===== src/rtl/intersection_ctrl_if.sv =====
// intersection_ctrl_if: sensor/button inputs and lamp/status outputs of the intersection controller
interface intersection_ctrl_if;
  logic       tick;
  logic       side_req;
  logic       ped_btn;
  logic       main_r;
  logic       main_y;
  logic       main_g;
  logic       side_r;
  logic       side_y;
  logic       side_g;
  logic       walk;
  logic       ped_pending;
  logic [2:0] phase;
  modport master (
    output tick, side_req, ped_btn,
    input  main_r, main_y, main_g, side_r, side_y, side_g, walk, ped_pending, phase
  );
  modport slave (
    input  tick, side_req, ped_btn,
    output main_r, main_y, main_g, side_r, side_y, side_g, walk, ped_pending, phase
  );
endinterface


===== src/rtl/intersection_ctrl.sv =====
// intersection_ctrl: main/side road right-of-way FSM with yellow, all-red clearance and pedestrian walk
module intersection_ctrl #(
  parameter int MIN_GREEN = 100,
  parameter int SIDE_MIN  = 50,
  parameter int SIDE_MAX  = 200,
  parameter int YELLOW    = 30,
  parameter int ALL_RED   = 10,
  parameter int WALK      = 40,
  parameter int CW        = 9
) (
  input logic clk,
  input logic rst,
  intersection_ctrl_if.slave bus
);
  typedef enum logic [2:0] {MG = 3'd0, MY = 3'd1, AR1 = 3'd2, SG = 3'd3, SY = 3'd4, AR2 = 3'd5} state_t;
  localparam logic [CW-1:0] MG_X   = CW'(MIN_GREEN - 1);
  localparam logic [CW-1:0] Y_X    = CW'(YELLOW - 1);
  localparam logic [CW-1:0] AR_X   = CW'(ALL_RED - 1);
  localparam logic [CW-1:0] SMIN_X = CW'(SIDE_MIN - 1);
  localparam logic [CW-1:0] SMAX_X = CW'(SIDE_MAX - 1);
  localparam logic [CW-1:0] WALK_L = CW'(WALK);
  state_t        state_q, state_d;
  logic [CW-1:0] el_q, el_d;
  logic          ped_q, ped_d;
  logic          wc_q, wc_d;
  logic [6:0]    out_q, out_d;
  logic          enter_sg;
  // next phase: exits are taken only on tick at the listed elapsed counts; illegal codes fall to AR2
  always_comb begin
    state_d = state_q;
    case (state_q)
      MG:      state_d = (bus.tick && el_q >= MG_X && (bus.side_req || ped_q)) ? MY : MG;
      MY:      state_d = (bus.tick && el_q == Y_X) ? AR1 : MY;
      AR1:     state_d = (bus.tick && el_q == AR_X) ? SG : AR1;
      SG:      state_d = (bus.tick && el_q >= SMIN_X && (!bus.side_req || el_q == SMAX_X)) ? SY : SG;
      SY:      state_d = (bus.tick && el_q == Y_X) ? AR2 : SY;
      AR2:     state_d = (bus.tick && el_q == AR_X) ? MG : AR2;
      default: state_d = AR2;
    endcase
  end
  // elapsed counter, pedestrian latch/walk capture and lamp decode of the next phase
  always_comb begin
    enter_sg = state_q == AR1 && state_d == SG;
    el_d     = state_d != state_q ? '0 : (bus.tick && el_q != '1) ? el_q + CW'(1) : el_q;
    ped_d    = enter_sg ? 1'b0 : ped_q | bus.ped_btn;
    wc_d     = enter_sg ? ped_q | bus.ped_btn : state_d == SG && wc_q;
    out_d    = {state_d inside {AR1, SG, SY, AR2}, state_d == MY, state_d == MG,
                state_d inside {MG, MY, AR1, AR2}, state_d == SY, state_d == SG,
                state_d == SG && wc_d && el_d < WALK_L};
  end
  // state and registered outputs; reset lands directly in main green
  always_ff @(posedge clk) begin
    if (rst) begin
      state_q <= MG;
      el_q    <= '0;
      ped_q   <= 1'b0;
      wc_q    <= 1'b0;
      out_q   <= 7'b0011000;
    end else begin
      state_q <= state_d;
      el_q    <= el_d;
      ped_q   <= ped_d;
      wc_q    <= wc_d;
      out_q   <= out_d;
    end
  end
  assign {bus.main_r, bus.main_y, bus.main_g, bus.side_r, bus.side_y, bus.side_g, bus.walk} = out_q;
  assign bus.ped_pending = ped_q;
  assign bus.phase       = state_q;
endmodule


===== src/flat_wrapper.sv =====
// flat-port wrapper written by rule: the top's interface ports become plain ports
module intersection_ctrl_flat 
#(
  parameter int MIN_GREEN = 100,
  parameter int SIDE_MIN  = 50,
  parameter int SIDE_MAX  = 200,
  parameter int YELLOW    = 30,
  parameter int ALL_RED   = 10,
  parameter int WALK      = 40,
  parameter int CW        = 9
)
  (clk, rst, bus_tick, bus_side_req, bus_ped_btn, bus_main_r, bus_main_y, bus_main_g, bus_side_r, bus_side_y, bus_side_g, bus_walk, bus_ped_pending, bus_phase);
  intersection_ctrl_if bus_i ();
  input logic clk;
  input logic rst;
  input wire logic [$bits(bus_i.tick)-1:0] bus_tick;
  input wire logic [$bits(bus_i.side_req)-1:0] bus_side_req;
  input wire logic [$bits(bus_i.ped_btn)-1:0] bus_ped_btn;
  output wire logic [$bits(bus_i.main_r)-1:0] bus_main_r;
  output wire logic [$bits(bus_i.main_y)-1:0] bus_main_y;
  output wire logic [$bits(bus_i.main_g)-1:0] bus_main_g;
  output wire logic [$bits(bus_i.side_r)-1:0] bus_side_r;
  output wire logic [$bits(bus_i.side_y)-1:0] bus_side_y;
  output wire logic [$bits(bus_i.side_g)-1:0] bus_side_g;
  output wire logic [$bits(bus_i.walk)-1:0] bus_walk;
  output wire logic [$bits(bus_i.ped_pending)-1:0] bus_ped_pending;
  output wire logic [$bits(bus_i.phase)-1:0] bus_phase;
  assign bus_i.tick = bus_tick;
  assign bus_i.side_req = bus_side_req;
  assign bus_i.ped_btn = bus_ped_btn;
  assign bus_main_r = bus_i.main_r;
  assign bus_main_y = bus_i.main_y;
  assign bus_main_g = bus_i.main_g;
  assign bus_side_r = bus_i.side_r;
  assign bus_side_y = bus_i.side_y;
  assign bus_side_g = bus_i.side_g;
  assign bus_walk = bus_i.walk;
  assign bus_ped_pending = bus_i.ped_pending;
  assign bus_phase = bus_i.phase;
  intersection_ctrl #(.MIN_GREEN(MIN_GREEN), .SIDE_MIN(SIDE_MIN), .SIDE_MAX(SIDE_MAX), .YELLOW(YELLOW), .ALL_RED(ALL_RED), .WALK(WALK), .CW(CW)) u_core (.clk(clk), .rst(rst), .bus(bus_i));
endmodule

===== config.mk =====
export PLATFORM = sky130hd
export DESIGN_NAME = intersection_ctrl_flat
export DESIGN_NICKNAME = d
export VERILOG_FILES = /design/src/rtl/intersection_ctrl_if.sv /design/src/rtl/intersection_ctrl.sv /design/src/flat_wrapper.sv
export SDC_FILE = /design/constraint.sdc
export NUM_CORES = 1
export LEC_CHECK = 0
export CAP_MARGIN = 20
export CORE_MARGIN = 2
export CORE_UTILIZATION = 60
export CTS_BUF_LIST = sky130_fd_sc_hd__clkbuf_4
export DETAILED_ROUTE_END_ITERATION = 10
export MAX_ROUTING_LAYER = met4
export PLACE_DENSITY = 0.88
export REMOVE_ABC_BUFFERS = 1
export SLEW_MARGIN = 10
export SYNTH_ARGS = -nofsm -noshare
export SYNTH_HDL_FRONTEND = slang
export SYNTH_SLANG_ARGS = --single-unit

===== constraint.sdc =====
create_clock -name clk -period 3.6 [get_ports clk]
set_input_delay 0.36 -clock clk [delete_from_list [all_inputs] [get_ports clk]]
set_output_delay 0.36 -clock clk [all_outputs]
set_load 0.005 [all_outputs]

==> results by group <==
Run status
  – Result of the run: finished clean

Clocking
  – Clock root cell: sky130_fd_sc_hd__clkbuf_4
  – Clock Sinks: 21
  – Clock Path Buffers: 2
  – Clock slew at the register clock pins of the worst setup and hold paths: 0.11 ns
  – Number of instances resized during post-cts repair: 0
  – Hold buffer count at CTS: 0
  – Number of buffers added by the clock tree synthesis step: 3
  – Maximum level of the CTS H-tree: 1
  – Clock latency reported for the late side of the worst-skew pair: 0.31 ns
  – CTS tree: built
  – Number of buffers added for setup after CTS: 0

Timing
  – Final hold vios: 0
  – Max-slew violation count: 0
  – Max Fclk: 0.367 GHz
  – Final sum of negative setup slack: 0 ns
  – Worst clock skew: 0.00294 ns
  – Post-route worst hold slack: 0.594 ns
  – Minimum period implied by the final worst setup slack: 2.73 ns
  – Unrepaired setup endpoints after global routing: no
  – Actual slew at the worst max-slew pin: 0.578 ns
  – Number of failing setup endpoints in the final timing report: 0
  – Fraction of the cycle the final worst path needs: 75.8%
  – Slew Limit Headroom: 61.4%

Final layout
  – Number of nets at the end of the flow: 157
  – Most used cells in the layout excluding fill and tap cells: 21 x sky130_fd_sc_hd__dfxtp_1, 15 x sky130_fd_sc_hd__nor3_1, 15 x sky130_fd_sc_hd__clkdlybuf4s50_1, 13 x sky130_fd_sc_hd__nor2_1, 9 x sky130_fd_sc_hd__nand2_1
  – Area used by sequential logic in the layout: 420 um2
  – Number of fill cells: 163
  – Share of layout cells above drive strength 1: 8.11%
  – Most common cell after layout, fill and taps aside: sky130_fd_sc_hd__dfxtp_1
  – Area taken by multi-input logic gates: 719 um2
  – Area grow syn2layout: 12.3%
  – Antenna diode count: 0

Global routing
  – Total global routing track utilization: 23.2%
  – Wire length of the first global-routing pass: 4150 um
  – Maximum number of pins on one net before global-route repair: 17
  – Via count of the first global-routing pass: 926
  – Grt total ovfl: 0
  – Antenna violations before repair: 0

Power
  – Maximum vdd ir drop: 0.270 mV
  – Leakage: 0.537 nW
  – Power Dens Cells: 282 nW/um2

Yosys
  – Post-synth top flop: sky130_fd_sc_hd__dfxtp_1
  – Largest cells by area after synthesis: sky130_fd_sc_hd__dfxtp_1 35%, sky130_fd_sc_hd__nor3_1 6.2%, sky130_fd_sc_hd__nor2_1 4.0%
  – Number of unique standard cell types used by synthesis: 46
  – Proportion of netlist area held by the largest area contributor: 34.6%
  – Yosys top cell by area: sky130_fd_sc_hd__dfxtp_1
  – Register area share after synthesis: 34.6%
  – Syn Inst Count: 140
  – Post-synthesis area per instance: 8.67 um2
  – Synth Cell Area: 1210 um2
  – Synthesized flop and latch total: 21
  – Number of warning messages in the yosys log: 0
  – Number of enable flip-flop cells after synthesis: 0
  – Share of flip-flops with an asynchronous set or reset: 0%

Floorplan
  – Effective utilization at floorplan: 62.5%
  – Area enclosed by the die boundary: 2400 um2
  – Row cnt: 16
  – Area of the core: 1940 um2
  – Vertical die dimension: 49.0 um
  – Die Width: 49.0 um
  – Io pins: 16

Worst setup path
  – CP startpoint kind: register
  – Data arrival time at the worst-slack endpoint: 2.94 ns
  – Biggest fanout along the worst timing path: 6
  – Sort of element at the end of the critical path: register
  – Kind of critical path: reg2reg
  – WP data required: 3.82 ns
  – Worst path slowest cell: sky130_fd_sc_hd__nor3_1
  – Kind of cell with the highest combined delay on the critical path: simple AND/OR/NAND/NOR gates
  – Worst-path cell chain: ha_1, nand2_1, nor2_1, and3_1, ha_1, nand2b_1, nor3_1, a21oi_1, a221oi_1, nor3_1, o211a_1
  – Count of buffering cells on the critical path with inverters included: 0
  – Crit-path max cell delay: 0.49 ns

Route
  – Detailed Route WL: 2470 um
  – Drt first-iter violations: 28
  – Total number of vias: 1053
  – Routed vias/inst: 6.02
  – Routed Antenna Nets: 0
  – DRC violations left: 0
  – Drt wl/cell: 14.1 um
  – Number of optimization iterations in the first detailed-route pass: 4

Place
  – Last weighted congestion value of the routability-driven placer: 0.849
  – Count of buffers inserted at the top-level ports: 15
  – Placed wire-length estimate after detailed placement: 1830 um

Flow run
  – Max-cap violations: 0

Hold path
  – Type of the most critical hold path: reg2reg
-- power breakdown --
part           switching [mW]  internal [mW]
Sequential            0.00469          0.235
Combinational          0.0145         0.0143
Clock                  0.0732         0.0416
-- final cells by class --
type / count / share of cell area (%)
sequential: 21 / 30.9
inverter: 3 / 0.826
clock inverter: 1 / 0.367
multi-input combinational: 105 / 52.8
tap: 27 / 2.48
clock buffer: 3 / 1.65
timing repair buffer: 15 / 11.0
-- state kept, by name (all words and copies together), names as in the netlist --
name,count
u_core.bus.phase,3
u_core.wc_q,1
u_core.el_q,9
u_core.bus.ped_pending,1
u_core.out_q,7
-- final timing paths --
| path | slack (ns) | startpoint | depth (start not counted) | end |
|---|---|---|---|---|
| min | 0.59 | u_core.bus.ped_pending$_SDFF_PP0_ | 2 | u_core.bus.ped_pending$_SDFF_PP0_ |
| max | 0.87 | u_core.el_q[0]$_SDFFE_PP0P_ | 11 | u_core.out_q[0]$_SDFF_PP0_ |
| max reg2reg | 0.87 | u_core.el_q[0]$_SDFFE_PP0P_ | 11 | u_core.out_q[0]$_SDFF_PP0_ |
| min reg2reg | 0.59 | u_core.bus.ped_pending$_SDFF_PP0_ | 2 | u_core.bus.ped_pending$_SDFF_PP0_ |
-- logic make-up after synthesis --
| kind of cell | synth area share, % |
|---|---|
| compound gates | 19.6 |
| xor+xnor | 5.05 |
| fa+ha+maj | 3.09 |
| buf+inv | 6.08 |
| flops | 34.6 |
| mux | 1.65 |
| simple gates | 29.9 |
-- Yosys cell counts, drive strengths merged, types with 3 or more instances --
cell type  count
xnor2          3
nor3          15
a21oi          3
ha             3
nand2          9
clkbuf         5
or3            3
nor2          13
dfxtp         21
and3           4
o21ai          5
buf            6
xor2           4
nand3          4
nand2b         4
inv            3
-- worst register-to-register path: cells and delay by family (launching register included) --
| kind | cells | cell delay [ns] |
|---|---|---|
| AO/OA/AOI/OAI | 3 | 0.57 |
| flip-flops | 1 | 0.38 |
| adder cells (fa/ha/maj) | 2 | 0.45 |
| AND/OR/NAND/NOR | 6 | 1.22 |
-- per-layer routing --
metal	vias up	part of all wire [%]	track usage (%)
met5	-	0	-
met4	0	1.9	11.4
met3	5	4.5	4.29
met2	24	45	36.5
met1	488	49	28.7
li1	536	-	-
-- per-stage QoR --
step	power, mW	utilization (%)	setup WS (ns)	area, um2	cells
after global placement	0.273	68.8	1.09	1340	171
after global routing	0.400	70.2	0.624	1360	175
after detailed placement	0.274	68.8	0.946	1340	171
final	0.384	70.2	0.873	1360	175
after floorplan	0.260	-	1.21	1150	129
after CTS	0.386	70.2	0.886	1360	175
Power figures use the tool's default switching activity.
==> variant 1 (config.mk and constraints unchanged) <==
`YELLOW` is set to 30 in 2 places; all go to 15.
--- a/src/rtl/intersection_ctrl.sv
+++ b/src/rtl/intersection_ctrl.sv
@@ -4,5 +4,5 @@
   parameter int SIDE_MIN  = 50,
   parameter int SIDE_MAX  = 200,
-  parameter int YELLOW    = 30,
+  parameter int YELLOW    = 15,
   parameter int ALL_RED   = 10,
   parameter int WALK      = 40,
--- a/src/flat_wrapper.sv
+++ b/src/flat_wrapper.sv
@@ -5,5 +5,5 @@
   parameter int SIDE_MIN  = 50,
   parameter int SIDE_MAX  = 200,
-  parameter int YELLOW    = 30,
+  parameter int YELLOW    = 15,
   parameter int ALL_RED   = 10,
   parameter int WALK      = 40,
Check against the original RTL: no difference found for any inputs over 10 cycles, from zero or initial values and one cycle with rst high; that may be too few to reach the edited logic, so the function may still have changed.
==> variant 1 against the unedited design <==
Maximum frequency increased by 3.1%; die area increased by 3.0%; count of clock-buffer cells in the layout unchanged; worst hold slack improved by 0.021 ns; setup slack improved by 0.081 ns; design area increased by 2.6%; synthesized area increased by 3.3%; power increased by 2.9%; global-route usage increased by 3.1 points; sequential cell count unchanged; critical path depth decreased by 1; routed wire length increased by 13%; critical path type unchanged; critical endpoint unchanged.
==> variant 1: results (changes against the unedited design) <==
Worst Path Max Fanout 7 (was 6); M1 GR Usage 28.4% (was 28.7%); Max IR drop VDD 317 uV (was 270 uV); met2 Use GR 46.0% (was 36.5%); routed len/inst 15.5 um (was 14.1 um); Clock Skew 0.000768 ns (was 0.00294 ns); DRT iter0 DRCs 27 (was 28); share of cells above drive strength 1 10.4% (was 8.11%); Slowest-stage cell, CP dfxtp_1 (was nor3_1); proportion of synthesized area in mux cells 0.798% (was 1.65%); Synth Area in Compound Gates 20.9% (was 19.6%); vias in the first global route 1083 (was 926); Via density 6.18 (was 6.02); GRT Util Overall 26.3% (was 23.2%); Adder-Cell Fraction of Synth Area 3.99% (was 3.09%); final cell count without fillers 181 (was 175); CP arrival 2.85 ns (was 2.94 ns); Detailed Place HPWL 2.12 mm (was 1.83 mm); first-pass GRT wire length 4.86 mm (was 4.15 mm); Seq/Total Area, Yosys 33.5% (was 34.6%); status finished, final reports clean (unchanged); Yosys cell types 52 (was 46); Tightest Pin Transition 0.495 ns (was 0.578 ns); Post-Synth XOR/XNOR Area 4.89% (was 5.05%); met3 usage 6.06% (was 4.29%); Leak 0.490 nW (was 0.537 nW); top cells by count, synth nor2_1, dfxtp_1, inv_1 (was dfxtp_1, nor3_1, nor2_1, nand2_1, clkbuf_1); routability cong. 0.881 (was 0.849)
==> variant 1: changes by cell type after synthesis, moves of 3 or more <==
| cell | before | now |
|---|---|---|
| nor2_1 | 13 | 25 |
| a211oi_2 | 0 | 3 |
| inv_1 | 2 | 7 |
| nor3_1 | 15 | 5 |
| a211oi_1 | 1 | 5 |
| nand2_1 | 9 | 5 |
==> variant 1: routing by layer <==
metal / vias up / part of all wire, %
met5: - / 0
met4: 0 / 3.5
met3: 13 / 4.4
met2: 40 / 51
met1: 528 / 41
li1: 538 / -
==> variant 1: through the flow <==
| stage | instance area (um^2) | utilization, % |
|---|---|---|
| detailed placement | 1370 | 69.7 |
| finish | 1400 | 71.2 |
| floorplan | 1180 | - |
| CTS | 1400 | 71.2 |
| global route | 1400 | 71.2 |
| global placement | 1370 | 69.7 |
==> variant 1: cell families (layout without fill, tap and decap cells) <==
group                      count (synthesis)  count (layout)
adders and majority gates                  4               4
xor gates and xnor gates                   7               7
buffers and inverters                     18              26
and+or+nand+nor                           64              64
AOI/OAI and AO/OA                         31              31
muxes                                      1               1
DFF                                       21              21
==> variant 1: report_power, final <==
| group | leakage [nW] | internal, mW | switching (mW) |
|---|---|---|---|
| clock | 0.0139 | 0.0425 | 0.0782 |
| combinational | 0.306 | 0.0166 | 0.0158 |
| sequential | 0.170 | 0.236 | 0.00607 |
==> variant 1: worst min-delay path: stages (launching register included) <==
cell	delay, ns
dfxtp_1	0.36
nor2_1	0.15
a211oi_1	0.07
==> variant 1: layout make-up <==
type	count	area, um^2
multi-input cells	107	737
fillers	163	564
flip-flops and latches	21	420
repair buffers	15	150
well taps	27	33.8
inverters	7	26.3
clock buffers	3	22.5
clock inverters	1	7.51
==> variant 1: worst paths after layout <==
check / slack [ns] / endpoint / cells past startpoint
min reg2reg: 0.62 / u_core.bus.ped_pending / 2
min: 0.62 / u_core.bus.ped_pending / 2
max reg2reg: 0.95 / u_core.out_q[0] / 10
max: 0.95 / u_core.out_q[0] / 10
==> variant 2 (same settings) <==
Made on the original files. `el_q` no longer has a reset.
--- a/src/rtl/intersection_ctrl.sv
+++ b/src/rtl/intersection_ctrl.sv
@@ -53,5 +53,4 @@
     if (rst) begin
       state_q <= MG;
-      el_q    <= '0;
       ped_q   <= 1'b0;
       wc_q    <= 1'b0;
@@ -59,9 +58,12 @@
     end else begin
       state_q <= state_d;
-      el_q    <= el_d;
       ped_q   <= ped_d;
       wc_q    <= wc_d;
       out_q   <= out_d;
     end
+  end
+
+  always_ff @(posedge clk) begin
+    el_q <= el_d;
   end
   assign {bus.main_r, bus.main_y, bus.main_g, bus.side_r, bus.side_y, bus.side_g, bus.walk} = out_q;
Check against the original RTL: same outputs for any inputs over 10 cycles, from zero or initial values and one cycle with rst high; that may be too few to reach the edited logic, so the function may still have changed.
==> variant 2 against the unedited design <==
Routed wire length up 9.8%; synthesized area up 4.4%; via count up 5.9%; count of clock-buffer cells in the layout unchanged; sequential cell count unchanged; setup slack better by 0.31 ns; critical endpoint is now u_core.el_q[1]; design area up 1.7%.
Power is not compared: it rests on default switching activity, and its combinational part moved more than twofold at a synthesized area within 25%.
==> variant 2: results (changes against the unedited design) <==
status finished, final reports clean (unchanged); hold slack final 0.605 ns (was 0.594 ns); Biggest register u_core.el_q (unchanged); slowest stage delay, CP 0.62 ns (was 0.49 ns); met3 usage 3.94% (was 4.29%); Post-CTS Setup Bufs 0 (unchanged); Yosys cell types 50 (was 46); M1 GR Usage 31.9% (was 28.7%); routability cong. 0.936 (was 0.849); Setup WS pre-CTS 1.09 ns (was 0.946 ns); Worst Path Max Fanout 13 (was 6); routed len/inst 15.2 um (was 14.1 um); Max IR drop VDD 486 uV; pin count of the biggest net entering global routing 14 (was 17); first-pass GRT wire length 4.77 mm (was 4.15 mm); total CTS buffers 3 (unchanged); CP arrival 2.66 ns (was 2.94 ns); Clock Skew 0.00175 ns (was 0.00294 ns); Total Wirelength 2.71 mm (was 2.47 mm); met2 Use GR 40.2% (was 36.5%); synthesized instance count 144 (was 140); Placed Cells 175 (was 171); final worst path period share 67.2% (was 75.8%); share of cells above drive strength 1 11.8% (was 8.11%); Yosys warnings 0 (unchanged); Via density 6.23 (was 6.02); Slowest-stage cell, CP or4b_4 (was nor3_1); largest cells by area after synthesis dfxtp_1, nor2_1, buf_6 (was dfxtp_1, nor3_1, nor2_1); Seq/Total Area, Yosys 33.2% (was 34.6%); slew margin rel. 56.6% (was 61.4%); Detailed Place HPWL 1.99 mm (was 1.83 mm); vias in the first global route 1061 (was 926); top cells by count, synth dfxtp_1, nor2_1, a21oi_1, nand2_1, o21ai_0 (was dfxtp_1, nor3_1, nor2_1, nand2_1, clkbuf_1); H-tree levels 1 (unchanged); DRT iter0 DRCs 77 (was 28); Post-DP Area 0.00136 mm^2 (was 0.00134 mm^2); flop-to-flop setup slack 1.18 ns (was 0.87 ns); critical path's top delay family simple AND/OR/NAND/NOR gates (unchanged); post-CTS sizing 0 (unchanged); Pre-Repair DR Iteration Count 4 (unchanged); # diodes 0 (unchanged); layout filler cell count 154 (was 163); CTS root buf clkbuf_4 (unchanged); Clock Path Buffers 2 (unchanged); initial antenna violation count 0 (unchanged); Nets 161 (was 157); GRT Util Overall 25.3% (was 23.2%); number of port buffers 15 (unchanged)
variant 2: worst paths after layout:
kind                                             start                endpoint  depth (start not counted)
worst max-delay path               u_core.bus.phase[2]          u_core.el_q[1]                          5
worst min-delay path            u_core.bus.ped_pending  u_core.bus.ped_pending                          2
worst max register to register     u_core.bus.phase[2]          u_core.el_q[1]                          5
worst min register to register  u_core.bus.ped_pending  u_core.bus.ped_pending                          2
variant 2: layout make-up:
| type | count | area, um^2 | share of cell area [%] |
|---|---|---|---|
| Clock inverter | 1 | 5.00 | 0.361 |
| Inverter | 6 | 22.5 | 1.63 |
| Sequential cell | 21 | 420 | 30.4 |
| Timing Repair Buffer | 15 | 150 | 10.8 |
| Multi-Input combinational cell | 106 | 731 | 52.8 |
| Clock buffer | 3 | 22.5 | 1.63 |
| Tap cell | 27 | 33.8 | 2.44 |
variant 2: power by group through the flow:
| stage | Combinational (mW) | Sequential, mW | Clock [mW] |
|---|---|---|---|
| CTS | 0.154 | 0.307 | 0.120 |
| global placement | 0.149 | 0.309 | 0 |
| floorplan | 0.115 | 0.301 | 0 |
| global route | 0.178 | 0.316 | 0.128 |
| detailed placement | 0.153 | 0.312 | 0 |
| finish | 0.156 | 0.310 | 0.118 |
variant 2: worst min-delay path, stage by stage, from the launching register on:
cell	delay (ns)
dfxtp_1	0.36
nor2_1	0.14
a211oi_1	0.07
variant 2: cell families after synthesis:
group           after synthesis  share of synthesized area, %
simple gates                 54                          23.2
compound gates               39                          24.4
flops                        21                          33.2
buf+inv                      17                          9.18
xor+xnor                      8                          5.53
fa+ha+maj                     3                          2.96
mux                           2                          1.58
variant 2: metal layers:
layer / up-vias / wire length, um
li1: 541 / -
met1: 520 / 1240
met2: 46 / 1260
met3: 8 / 153
met4: 0 / 58
met5: - / 0
